### src/rtl/watch_set_ctrl.sv
// rtl/watch_set_ctrl.sv - time-set controller for the hh:mm watch datapath
//
// Purpose: debounces the mode (bt0) and adjust (bt1) buttons, steps the
//   RUN -> SET_HH -> SET_MM -> RUN set-mode FSM and drives one-cycle
//   increment/clear strobes, run-enable and 2 Hz digit-blink enables.
//   All logic runs on the 32.768 kHz crystal clock.
// Optional feature: define WATCH_SET_AUTO_REPEAT_EN to enable adjust
//   auto-repeat (long press, then periodic inc strobes until release).
// Ports:
//   clk_crystal_i  in   crystal clock, rising edge
//   rst_i          in   asynchronous active-high reset
//   bt0_i / bt1_i  in   raw mode / adjust buttons, active-high, asynchronous
//   mode_o         out  2'b00 RUN, 2'b01 SET_HH, 2'b10 SET_MM
//   run_en_o       out  1 while in RUN
//   inc_hour_o     out  one-cycle hours +1 strobe
//   inc_min_o      out  one-cycle minutes +1 strobe
//   clr_sec_o      out  one-cycle clear-seconds strobe on leaving SET_MM
//   blink_hh_o     out  hour digits visible when 1
//   blink_mm_o     out  minute digits visible when 1
module watch_set_ctrl #(
  parameter int CLK_HZ            = 32768,
  parameter int DEBOUNCE_CYCLES   = 655,
  parameter int TIMEOUT_CYCLES    = 983040,
  parameter int LONG_PRESS_CYCLES = 32768,
  parameter int REPEAT_CYCLES     = 8192
) (
  input  logic       clk_crystal_i,
  input  logic       rst_i,
  input  logic       bt0_i,
  input  logic       bt1_i,
  output logic [1:0] mode_o,
  output logic       run_en_o,
  output logic       inc_hour_o,
  output logic       inc_min_o,
  output logic       clr_sec_o,
  output logic       blink_hh_o,
  output logic       blink_mm_o
);

  localparam int DB_W       = $clog2(DEBOUNCE_CYCLES + 1);
  localparam int TO_W       = $clog2(TIMEOUT_CYCLES + 1);
  localparam int BLINK_HALF = CLK_HZ / 4;
  localparam int BL_W       = $clog2(BLINK_HALF + 1);

  typedef enum logic [1:0] {
    S_RUN    = 2'b00,
    S_SET_HH = 2'b01,
    S_SET_MM = 2'b10
  } state_t;

  // Bit 0 = bt0 (mode), bit 1 = bt1 (adjust)
  logic [1:0]           sync1_q, sync2_q, deb_q, deb_prev_q;
  logic [1:0][DB_W-1:0] db_cnt_q;
  logic [1:0]           press;
  logic                 p0, p1, rpt_fire, adj;

  state_t               state_q, state_d;
  logic [TO_W-1:0]      timer_q, timer_d;
  logic                 inc_hour_q, inc_hour_d;
  logic                 inc_min_q, inc_min_d;
  logic                 clr_sec_q, clr_sec_d;
  logic [BL_W-1:0]      bl_cnt_q, bl_cnt_d;
  logic                 phase_q, phase_d;

  // Synchroniser + debouncer: the counter only runs while the synchronised
  // level disagrees with the accepted level, so any glitch shorter than
  // DEBOUNCE_CYCLES resets it before the accepted level can flip.
  always_ff @(posedge clk_crystal_i or posedge rst_i) begin
    if (rst_i) begin
      sync1_q    <= '0;
      sync2_q    <= '0;
      deb_q      <= '0;
      deb_prev_q <= '0;
      db_cnt_q   <= '0;
    end else begin
      sync1_q    <= {bt1_i, bt0_i};
      sync2_q    <= sync1_q;
      deb_prev_q <= deb_q;
      for (int i = 0; i < 2; i++) begin
        if (sync2_q[i] != deb_q[i]) begin
          if (db_cnt_q[i] == DB_W'(DEBOUNCE_CYCLES - 1)) begin
            deb_q[i]    <= ~deb_q[i];
            db_cnt_q[i] <= '0;
          end else begin
            db_cnt_q[i] <= db_cnt_q[i] + 1'b1;
          end
        end else begin
          db_cnt_q[i] <= '0;
        end
      end
    end
  end

  assign press = deb_q & ~deb_prev_q;
  assign p0    = press[0];
  // A mode press in the same cycle swallows the adjust press
  assign p1    = press[1] & ~press[0];
  assign adj   = p1 | rpt_fire;

`ifdef WATCH_SET_AUTO_REPEAT_EN
  localparam int RP_MAX = (LONG_PRESS_CYCLES > REPEAT_CYCLES) ? LONG_PRESS_CYCLES : REPEAT_CYCLES;
  localparam int RP_W   = $clog2(RP_MAX + 1);

  logic            rpt_armed_q, rpt_armed_d;
  logic            rpt_long_q, rpt_long_d;
  logic [RP_W-1:0] rpt_cnt_q, rpt_cnt_d;

  // Armed on an adjust press; first repeat after the long-press hold, then
  // one per repeat period. Dropped on release, mode press or leaving SET.
  always_comb begin
    rpt_armed_d = rpt_armed_q;
    rpt_long_d  = rpt_long_q;
    rpt_cnt_d   = rpt_cnt_q;
    rpt_fire    = 1'b0;
    if ((state_q == S_RUN) || press[0] || !deb_q[1]) begin
      rpt_armed_d = 1'b0;
      rpt_long_d  = 1'b0;
      rpt_cnt_d   = '0;
    end else if (p1) begin
      rpt_armed_d = 1'b1;
      rpt_long_d  = 1'b0;
      rpt_cnt_d   = '0;
    end else if (rpt_armed_q) begin
      if (rpt_cnt_q == (rpt_long_q ? RP_W'(REPEAT_CYCLES - 1) : RP_W'(LONG_PRESS_CYCLES - 1))) begin
        rpt_fire   = 1'b1;
        rpt_cnt_d  = '0;
        rpt_long_d = 1'b1;
      end else begin
        rpt_cnt_d = rpt_cnt_q + 1'b1;
      end
    end
  end

  always_ff @(posedge clk_crystal_i or posedge rst_i) begin
    if (rst_i) begin
      rpt_armed_q <= 1'b0;
      rpt_long_q  <= 1'b0;
      rpt_cnt_q   <= '0;
    end else begin
      rpt_armed_q <= rpt_armed_d;
      rpt_long_q  <= rpt_long_d;
      rpt_cnt_q   <= rpt_cnt_d;
    end
  end
`else
  assign rpt_fire = 1'b0;
`endif

  // Set-mode FSM, idle timeout and registered strobes
  always_comb begin
    state_d    = state_q;
    timer_d    = '0;
    inc_hour_d = 1'b0;
    inc_min_d  = 1'b0;
    clr_sec_d  = 1'b0;
    case (state_q)
      S_RUN: begin
        if (p0) state_d = S_SET_HH;
      end
      S_SET_HH: begin
        if (p0)       state_d    = S_SET_MM;
        else if (adj) inc_hour_d = 1'b1;
      end
      S_SET_MM: begin
        if (p0) begin
          state_d   = S_RUN;
          clr_sec_d = 1'b1;
        end else if (adj) begin
          inc_min_d = 1'b1;
        end
      end
      default: state_d = S_RUN;
    endcase
    if ((state_q == S_SET_HH || state_q == S_SET_MM) && !(p0 || adj)) begin
      if (timer_q == TO_W'(TIMEOUT_CYCLES - 1)) state_d = S_RUN;
      else                                        timer_d = timer_q + 1'b1;
    end
  end

  // Blink prescaler restarts visible on every state change
  always_comb begin
    bl_cnt_d = bl_cnt_q + 1'b1;
    phase_d  = phase_q;
    if (state_d != state_q) begin
      bl_cnt_d = '0;
      phase_d  = 1'b1;
    end else if (bl_cnt_q == BL_W'(BLINK_HALF - 1)) begin
      bl_cnt_d = '0;
      phase_d  = ~phase_q;
    end
  end

  always_ff @(posedge clk_crystal_i or posedge rst_i) begin
    if (rst_i) begin
      state_q    <= S_RUN;
      timer_q    <= '0;
      inc_hour_q <= 1'b0;
      inc_min_q  <= 1'b0;
      clr_sec_q  <= 1'b0;
      bl_cnt_q   <= '0;
      phase_q    <= 1'b1;
    end else begin
      state_q    <= state_d;
      timer_q    <= timer_d;
      inc_hour_q <= inc_hour_d;
      inc_min_q  <= inc_min_d;
      clr_sec_q  <= clr_sec_d;
      bl_cnt_q   <= bl_cnt_d;
      phase_q    <= phase_d;
    end
  end

  assign mode_o     = state_q;
  assign run_en_o   = (state_q == S_RUN);
  assign inc_hour_o = inc_hour_q;
  assign inc_min_o  = inc_min_q;
  assign clr_sec_o  = clr_sec_q;
  assign blink_hh_o = (state_q != S_SET_HH) | phase_q;
  assign blink_mm_o = (state_q != S_SET_MM) | phase_q;

endmodule

### config.mk
export PLATFORM = sky130hd
export DESIGN_NAME = watch_set_ctrl
export DESIGN_NICKNAME = d
export VERILOG_FILES = /design/src/rtl/watch_set_ctrl.sv
export SDC_FILE = /design/constraint.sdc
export NUM_CORES = 1
export LEC_CHECK = 0
export BUFFER_PORTS_ARGS = -buffer_cell sky130_fd_sc_hd__buf_2
export CAP_MARGIN = 10
export CELL_PAD_IN_SITES_DETAIL_PLACEMENT = 0
export CELL_PAD_IN_SITES_GLOBAL_PLACEMENT = 1
export CORE_MARGIN = 2
export CORE_UTILIZATION = 44
export CTS_CLUSTER_DIAMETER = 150
export DETAILED_ROUTE_END_ITERATION = 12
export GPL_TIMING_DRIVEN = 0
export PLACE_DENSITY = 0.76
export SLEW_MARGIN = 10
export SYNTH_ARGS = -nofsm -noshare
export SYNTH_HDL_FRONTEND = slang
export SYNTH_SLANG_ARGS = --single-unit
### constraint.sdc
create_clock -name clk_crystal_i -period 2 [get_ports clk_crystal_i]
set_input_delay 0.3 -clock clk_crystal_i [delete_from_list [all_inputs] [get_ports clk_crystal_i]]
set_output_delay 0.3 -clock clk_crystal_i [all_outputs]
set_load 0.02 [all_outputs]
Word level (Yosys, flattened, before mapping):

Cells that the tools add are included.

* bits of input ports: 4
* register bits: 68

* equality and inequality tests: 11
* reduce and logical (&&, ||, !) cells: 8
* muxes and demuxes: 22
* bitwise operators: 9
* add/sub/neg operators: 4

Operator list (count)
* $mux 10: 4
* $mux 20: 2
* $mux 14: 2
* $add 10x1->10 const B: 2
* $add 20x1->20 const B: 1
* $eq 10x10->1 const B: 2
* $eq 20x20->1 const B: 1
* $add 14x1->14 const B: 1
* $eq 14x13->1 const B: 1
* $mux 2: 5
* $mux 1: 8
* $pmux 2 s3: 1
* $not 1->1: 4
* $reduce_and 2->1: 2
* $and 2x2->2: 1
* $eq 2x1->1 const B: 1
* $eq 2x2->1 const B: 1
* $logic_not 2->1: 1
* $logic_or 1x1->1: 2
* $ne 1x1->1: 2
* $ne 2x1->1 const B: 1
* $ne 2x2->1: 1
* $ne 2x2->1 const B: 1
* $not 2->2: 1
* 5 further kinds: 6

Logic depth before layout (Yosys ltp):

Gate-level depths: netlist of the first run.

* depth in word-level cells: 10
* mapped depth: 8
* depth with buffers taken out: 7

Worst setup path after synthesis of the first run:

Ideal clock, no wire load.

* path type: register -> register
* start point: reg state_q[0], in the netlist mode_o[0]
* end point: reg bl_cnt_q[11]
* arrival: 2.139 ns
* period minus slack after synthesis: 2.219 ns
* stages on the path, launching flop included: 9
* setup slack: -0.219 ns
* library setup time: 0.080 ns
* path through: dfrtp_1 > inv_1 > ha_1 > nor3b_4 > a31oi_2 > o21ai_1 > a221o_2 > buf_6 > nor3_4

* word-level cells in the longest chain between the ends: 6
* elaborated cells on any way between the ends: 13
* classes of those cells: eq/ne (3); mux (7); reduce/logical (3)

Ends and longest elaborated chain
* from (decl): RTL line 57 `state_t state_q, state_d;`
* from (signal assigned): RTL line 203 `state_q <= state_d;`
* $eq 2x2->1 (tied with other cells): RTL line 156, 174
* $pmux 2 s3 or $logic_or 1x1->1 (tied branches): RTL line 156, 174
* $mux 2 or $logic_and 1x1->1 (tied branches): RTL line 175, 174
* $mux 2: RTL line 174 `if ((state_q == S_SET_HH || state_q == S_SET_MM) && !(p0 || adj)) begin`
* $ne 2x2->1 (*): RTL line 184 `if (state_d != state_q) begin`
* $mux 14 (*): RTL line 184
* via bl_cnt_d[11]: RTL line 62 `logic [BL_W-1:0] bl_cnt_q, bl_cnt_d;`
* to (signal assigned): RTL line 208 `bl_cnt_q <= bl_cnt_d;`
* to (decl): RTL line 62

The timed path passes the listed nets; every way through them passes the cells marked *.
A chain may end at the register's enable or synchronous reset.

Worst setup path in the final report of the first run:

* start point: reg state_q[0], in the netlist mode_o[0]
* end point: reg bl_cnt_q[1]

The elaborated chain is that of the path after synthesis.

==> results.toml, run 1 <==
[status]
run_status = "finished, violations left"
violations = "negative setup slack"

[sta]
hold_viol_final = 0
rsz0062_at_grt = "true"
skew_ns = 0.00621
fin_crit_sh_pct = 100
fin_ws_ns = -0.00571
final_max_slew_viol_count = 0
min_period_ns = 2.01
tns_ns = -0.00571
relSlewSlack_pct = 51.9
setup_viol = 1
worst_pin_slew_ns = 0.720
clock.fmax_mhz = 499

[yosys]
synth_area_um2 = 3210
ys_types = 43
synth_ff_type = "dfrtp_1"
ys_async_sr_fraction_pct = 100
synthCells = 299
seq_area_frac_synth_pct = 53.0
ys_ff_latch = 68
syn-num-nets = 314
yosysWarnings = 0
synth-edff-count = 0
syn_area_per_cell_um2 = 10.8

[floorplan]
die_w_um = 89.5
initial_core_util_pct = 44.8
io_pins = 12
dieHeight_um = 89.5
die-area_um2 = 8000
placementRows = 31
core_area_um2 = 7180

[clock_tree]
cts_buffers = 9
clockBufferDepth = 2
cts_hold_buf = 0
clk_pin_slew_ns = 0.07
cts-root-buf = "clkbuf_8"
h-tree-depth = 3
cts_tree = "yes"
clock-sinks = 68
insertion_delay_ns = 0.33

[drt]
drt_drc_violations_left = 0
ant_nets = 0
firstDrtPassIters = 4
vias = 2082
routed_wl_mm = 5.36
drtIter0Drc = 60
drt-vias-per-instance = 4.80
wl_per_cell_um = 12.4

[worst_setup_path]
crit_type = "reg -> reg"
setup.worst_path.end = "bl_cnt_q[1]"
timing.rr.end = "bl_cnt_q[1]"
worstSetupEndpointType = "flip-flop"
reg2reg_slack_ns = -0.006
cp-startpoint = "mode_o[0]"
worstPathArrival_ns = 2.26
max_stage_delay_ns = 0.47
path_cells = "inv_2 > ha_4 > nor3b_4 > a31oi_4 > o21ai_2 > a221o_2 > buf_6 > nor3b_2"
worstPathMaxFanout = 5
cpMaxStageDelayCell = "a221o_2"
r2r_start = "mode_o[0]"
critPathLaunchType = "flip-flop"
worstRegToRegCells = 8
cp.required_ns = 2.26

[pwr]
internal_power_mw = 2.14
p_per_area_nw_per_um2 = 697
power_frac_seq_pct = 52.4
irDropWorstVdd_mv = 0.379
pwr-share-clk_pct = 45.3
power_leakage_nw = 1.70
switching_power_mw = 0.540
swShare_pct = 20.2
p_comb_share_pct = 2.3

[min_path]
hold_class = "in -> reg"

[final_layout]
final_nets = 345
antenna_cells = 0
finalNonFillerCells = 434
drive_above_1_share_pct = 23.6
layout-area-overhead-vs-synth_pct = 19.5

[place]
hpwl_mm = 3.42
dp_slack_ns = -0.164
placed_cells = 410
port_buffers = 11
gp_congestion = 0.788

[run]
maxCapViolations = 0

[global_route]
grt_usage_pct = 15.6
grt_pass1_vias = 2053
gr-total-overflow = 0
antenna_found_initial = 0
grt_pass1_wl_mm = 9.49
grt_max_degree = 37
## cell type report
cell class              count  area (um^2)
clock inverters             5         75.1
fillers                   644         3330
flip-flops and latches     68         1710
inverters                   7         30.0
well taps                  99          124
multi-input cells         219         1570
clock buffers              11          141
repair buffers             22          171
plain buffers               3         26.3
## cells in the final DEF, fill, tap and decap left out, drive strengths merged, types with 3 or more instances in the layout
| master | Yosys | final |
|---|---|---|
| dfrtp | 67 | 67 |
| nor2 | 61 | 61 |
| xor2 | 30 | 30 |
| buf | 3 | 22 |
| xnor2 | 19 | 19 |
| nand3 | 19 | 19 |
| nand2 | 15 | 15 |
| clkbuf | 2 | 14 |
| nand4 | 11 | 11 |
| ha | 11 | 11 |
| and3 | 10 | 10 |
| nor3 | 9 | 9 |
| inv | 7 | 6 |
| nand2b | 5 | 5 |
| and4 | 3 | 3 |
| clkinv | 0 | 3 |
| and2 | 3 | 3 |
## flip-flops by register name, summed over array words and instances, names as in the netlist
signal	flops
db_cnt_q	20
timer_q	20
bl_cnt_q	14
deb_prev_q	2
deb_q	2
mode_o	2
sync1_q	2
sync2_q	2
clr_sec_o	1
inc_hour_o	1
inc_min_o	1
phase_q	1
## power groups by stage
| stage | logic, mW | registers [mW] | clock network [mW] |
|---|---|---|---|
| final | 0.0615 | 1.40 | 1.21 |
| after global routing | 0.0744 | 1.40 | 1.33 |
| after CTS | 0.0656 | 1.40 | 1.26 |
| after detailed placement | 0.0651 | 1.43 | 0 |
| after global placement | 0.0602 | 1.43 | 0 |
| after floorplan | 0.0442 | 1.43 | 0 |
## what timing repair did
item,in CTS,in global routing
cloned,1,0
gates resized for setup,12,18
hold endpoints to repair,0,0
pin swaps,4,13
setup endpoints to repair,25,35
setup buffers,7,2
## per-layer routing
metal	GRT usage, %	share of wire, %	vias up
met3	5.82	3.2	4
li1	-	-	1065
met1	20.7	49	989
met5	0	0	-
met4	4.07	0.67	0
met2	24.4	47	24
## Yosys cell counts (2+ instances only)
library cell | n | area share, %
a21oi_1 | 2 | 0.31
and2_1 | 2 | 0.39
and3_1 | 8 | 1.6
and3_2 | 2 | 0.47
and4_1 | 3 | 0.82
buf_6 | 2 | 0.70
clkbuf_1 | 2 | 0.23
dfrtp_1 | 67 | 52
ha_1 | 11 | 4.3
inv_1 | 7 | 0.82
mux2_2 | 2 | 0.70
nand2_1 | 14 | 1.6
nand2b_1 | 5 | 0.97
nand3_1 | 19 | 3.0
nand4_1 | 10 | 1.9
nor2_1 | 61 | 7.1
nor2b_1 | 2 | 0.39
nor3_1 | 4 | 0.62
nor3_2 | 3 | 0.93
nor3_4 | 2 | 1.0
nor4_1 | 2 | 0.39
xnor2_1 | 19 | 5.2
xor2_1 | 30 | 8.2
## how the worst min path moves through the flow
stage,slack [ns],depth (start not counted),startpoint,to
after floorplan,0.33,0,sync1_q[0],sync2_q[0]
after detailed placement,0.33,0,sync1_q[0],sync2_q[0]
after CTS,0.05,1,bt0_i,sync1_q[0]
final,0.07,1,bt0_i,sync1_q[0]
after global routing,0.05,1,bt0_i,sync1_q[0]
after global placement,0.33,0,sync1_q[1],sync2_q[1]
## worst max-delay path, delay by kind of cell, from the launching register on
family	cells	cell delay, ns
AO/OA/AOI/OAI	3	0.79
AND/OR/NAND/NOR	2	0.29
flip-flops	1	0.41
buffers and inverters	2	0.25
adder cells (fa/ha/maj)	1	0.19
## cell families (layout without fill, tap and decap cells)
| logic type | count (synthesis) | count (layout) | synth area share [%] |
|---|---|---|---|
| AOI/OAI and AO/OA | 7 | 7 | 1.63 |
| and+or+nand+nor | 150 | 150 | 25.1 |
| DFF | 68 | 68 | 53.0 |
| muxes | 2 | 2 | 0.701 |
| adders and majority gates | 11 | 11 | 4.28 |
| xor gates and xnor gates | 49 | 49 | 13.4 |
| buffers and inverters | 12 | 48 | 1.91 |
## per-stage QoR
step | hold WS (ns) | utilization [%] | power [mW] | instance area [um^2]
floorplan | 0.331 | - | 1.47 | 3220
global placement | 0.332 | 47.4 | 1.49 | 3400
detailed placement | 0.335 | 47.7 | 1.49 | 3420
CTS | 0.0484 | 52.7 | 2.72 | 3780
global route | 0.0461 | 53.5 | 2.81 | 3840
finish | 0.0692 | 53.5 | 2.68 | 3840
Power figures use the tool's default switching activity.
==> run 2, diff against run 1 <==
Settings changed: CORE_UTILIZATION 44 to 35, PLACE_DENSITY 0.76 to unset, PLACE_DENSITY_LB_ADDON set to 0.1, RECOVER_POWER set to 25.
==> run 2 against run 1 <==
Effect of this change: combinational power up 9.9%; global-route usage fell by 2.0 points; design area is 2.3% higher; the flow still finishes with violations (negative setup slack); largest power group unchanged; critical path type unchanged; fmax is essentially flat; worst setup slack improved by 0.0014 ns; largest cell class unchanged.
==> results.toml, run 2 (synthesized netlist as in run 1, its figures left out) <==
[sta]
fin_ws_ns = -0.00427
clock.fmax_mhz = 499
final_max_slew_viol_count = 0
hold_viol_final = 0
fin_crit_sh_pct = 100
setup_viol = 3
worst_pin_slew_ns = 0.549
relSlewSlack_pct = 63.2
tns_ns = -0.0102
skew_ns = 0.00962
min_period_ns = 2.00
rsz0062_at_grt = "true"

[clock_tree]
clockBufferDepth = 2
clk_pin_slew_ns = 0.07
cts_tree = "yes"
h-tree-depth = 3
insertion_delay_ns = 0.33
cts_buffers = 9
cts-root-buf = "clkbuf_8"
clock-sinks = 68

[global_route]
grt_pass1_wl_mm = 10.6
antenna_found_initial = 0
grt_max_degree = 34
grt_pass1_vias = 2238
grt_usage_pct = 13.6
gr-total-overflow = 0

[drt]
vias = 2130
routed_wl_mm = 5.85
firstDrtPassIters = 4
ant_nets = 0
drt-vias-per-instance = 4.70
drtIter0Drc = 53
wl_per_cell_um = 12.9
drt_drc_violations_left = 0

[final_layout]
layout-area-overhead-vs-synth_pct = 22.2
mostFrequentLayoutCells = "64 x dfrtp_1, 54 x nor2_1, 30 x xor2_1, 19 x xnor2_1, 18 x nand3_1"
reg_top3 = "db_cnt_q: 20 flops, timer_q: 20 flops, bl_cnt_q: 14 flops"
final_nets = 355
layout_commonest_cell = "dfrtp_1"
antenna_cells = 0
nFillCells = 860
drive_above_1_share_pct = 25.5
fin_area_um2 = 3930

[floorplan]
die_w_um = 99.8
die-area_um2 = 9970
placementRows = 34
initial_core_util_pct = 36.5
io_pins = 12
dieHeight_um = 99.8
core_area_um2 = 8810

[worst_setup_path]
cp.required_ns = 2.26
worstSetupEndpointType = "flip-flop"
worstPathMaxFanout = 7
crit_type = "reg -> reg"
worstPathArrival_ns = 2.26
critPathLaunchType = "flip-flop"

[status]
run_status = "finished, violations left"
violations = "negative setup slack"

[pwr]
power_mw = 2.43
p_per_area_nw_per_um2 = 619
irDropWorstVdd_mv = 0.258
power_leakage_nw = 1.73

[run]
maxCapViolations = 0

[place]
hpwl_mm = 3.73
port_buffers = 11
dpl_cell_area_um2 = 3450
gp_congestion = 0.720

[min_path]
hold_class = "in -> reg"
-- run 2: changes by cell type in the layout (fill, tap and decap cells not counted), moves of 2 or more --
cell       delta
buf_4         +7
bufinv_16     -2
ha_1          -2
clkbuf_1      +2
buf_6         +2
ha_4          +3
-- run 2: worst paths after layout --
check,endpoint,startpoint,cells past startpoint,slack (ns)
max,bl_cnt_q[7],mode_o[1],8,-0.004
min,sync1_q[0],bt0_i,1,0.07
max reg2reg,bl_cnt_q[7],mode_o[1],8,-0.004
min reg2reg,sync2_q[1],sync1_q[1],0,0.35
max in group asynchronous,phase_q,rst_i,5,0.67
min in group asynchronous,db_cnt_q[13],rst_i,3,0.53
-- run 2: power by group --
group / switching (mW) / internal, mW / leakage (nW)
logic: 0.0444 / 0.0232 / 0.732
registers: 0.0132 / 1.39 / 0.913
clock network: 0.481 / 0.482 / 0.0844
total: 0.539 / 1.89 / 1.73
-- run 2: per-layer routing --
metal	GRT usage, %	vias to the layer above	wire length [um]	share of wire, %
li1	-	1075	-	-
met1	18.4	1021	2930	50
met2	20.5	23	2630	45
met3	4.60	11	196	3.3
met4	4.74	0	104	1.8
met5	0	-	0	0
-- run 2: worst max-delay path, stage by stage (launching register included) --
cell and delay [ns]:
dfrtp_2 0.42, inv_2 0.08, ha_4 0.20, nor3b_4 0.15, a31oi_4 0.20, o21ai_2 0.09
a221o_2 0.49, clkbuf_16 0.20, nor3_2 0.09
-- run 2: layout make-up --
type                       count  area [um^2]  area share, %
clock buffer                  14          153           3.89
inverter                       7         27.5          0.701
timing repair buffer          33          277           7.04
clock inverter                 2         10.0          0.255
multi-input combinational    219         1600           40.7
buffer                         2         22.5          0.573
tap                          108          135           3.44
sequential                    68         1710           43.4
-- run 2: what timing repair did --
action / 4_1_cts / 5_1_grt
pin swaps: 8 / 8
setup endpoints to repair: 24 / 44
hold buffers: 1 / 0
gates resized for setup: 20 / 17
hold endpoints to repair: 10 / 0
buffers inserted: 16 / 3
cloned: 1 / 0
-- run 2: metrics by stage --
stage          instances  hold WS (ns)  worst slack [ns]  utilization, %
3_5_place_dp         420         0.268            -0.169            39.2
6_report             453        0.0723          -0.00427            44.6
4_1_cts              454        0.0439           -0.0574            43.8
2_1_floorplan        299         0.331           -0.0644               -
5_1_grt              453        0.0489           -0.0819            44.6
3_3_place_gp         418         0.334            -0.185            38.7
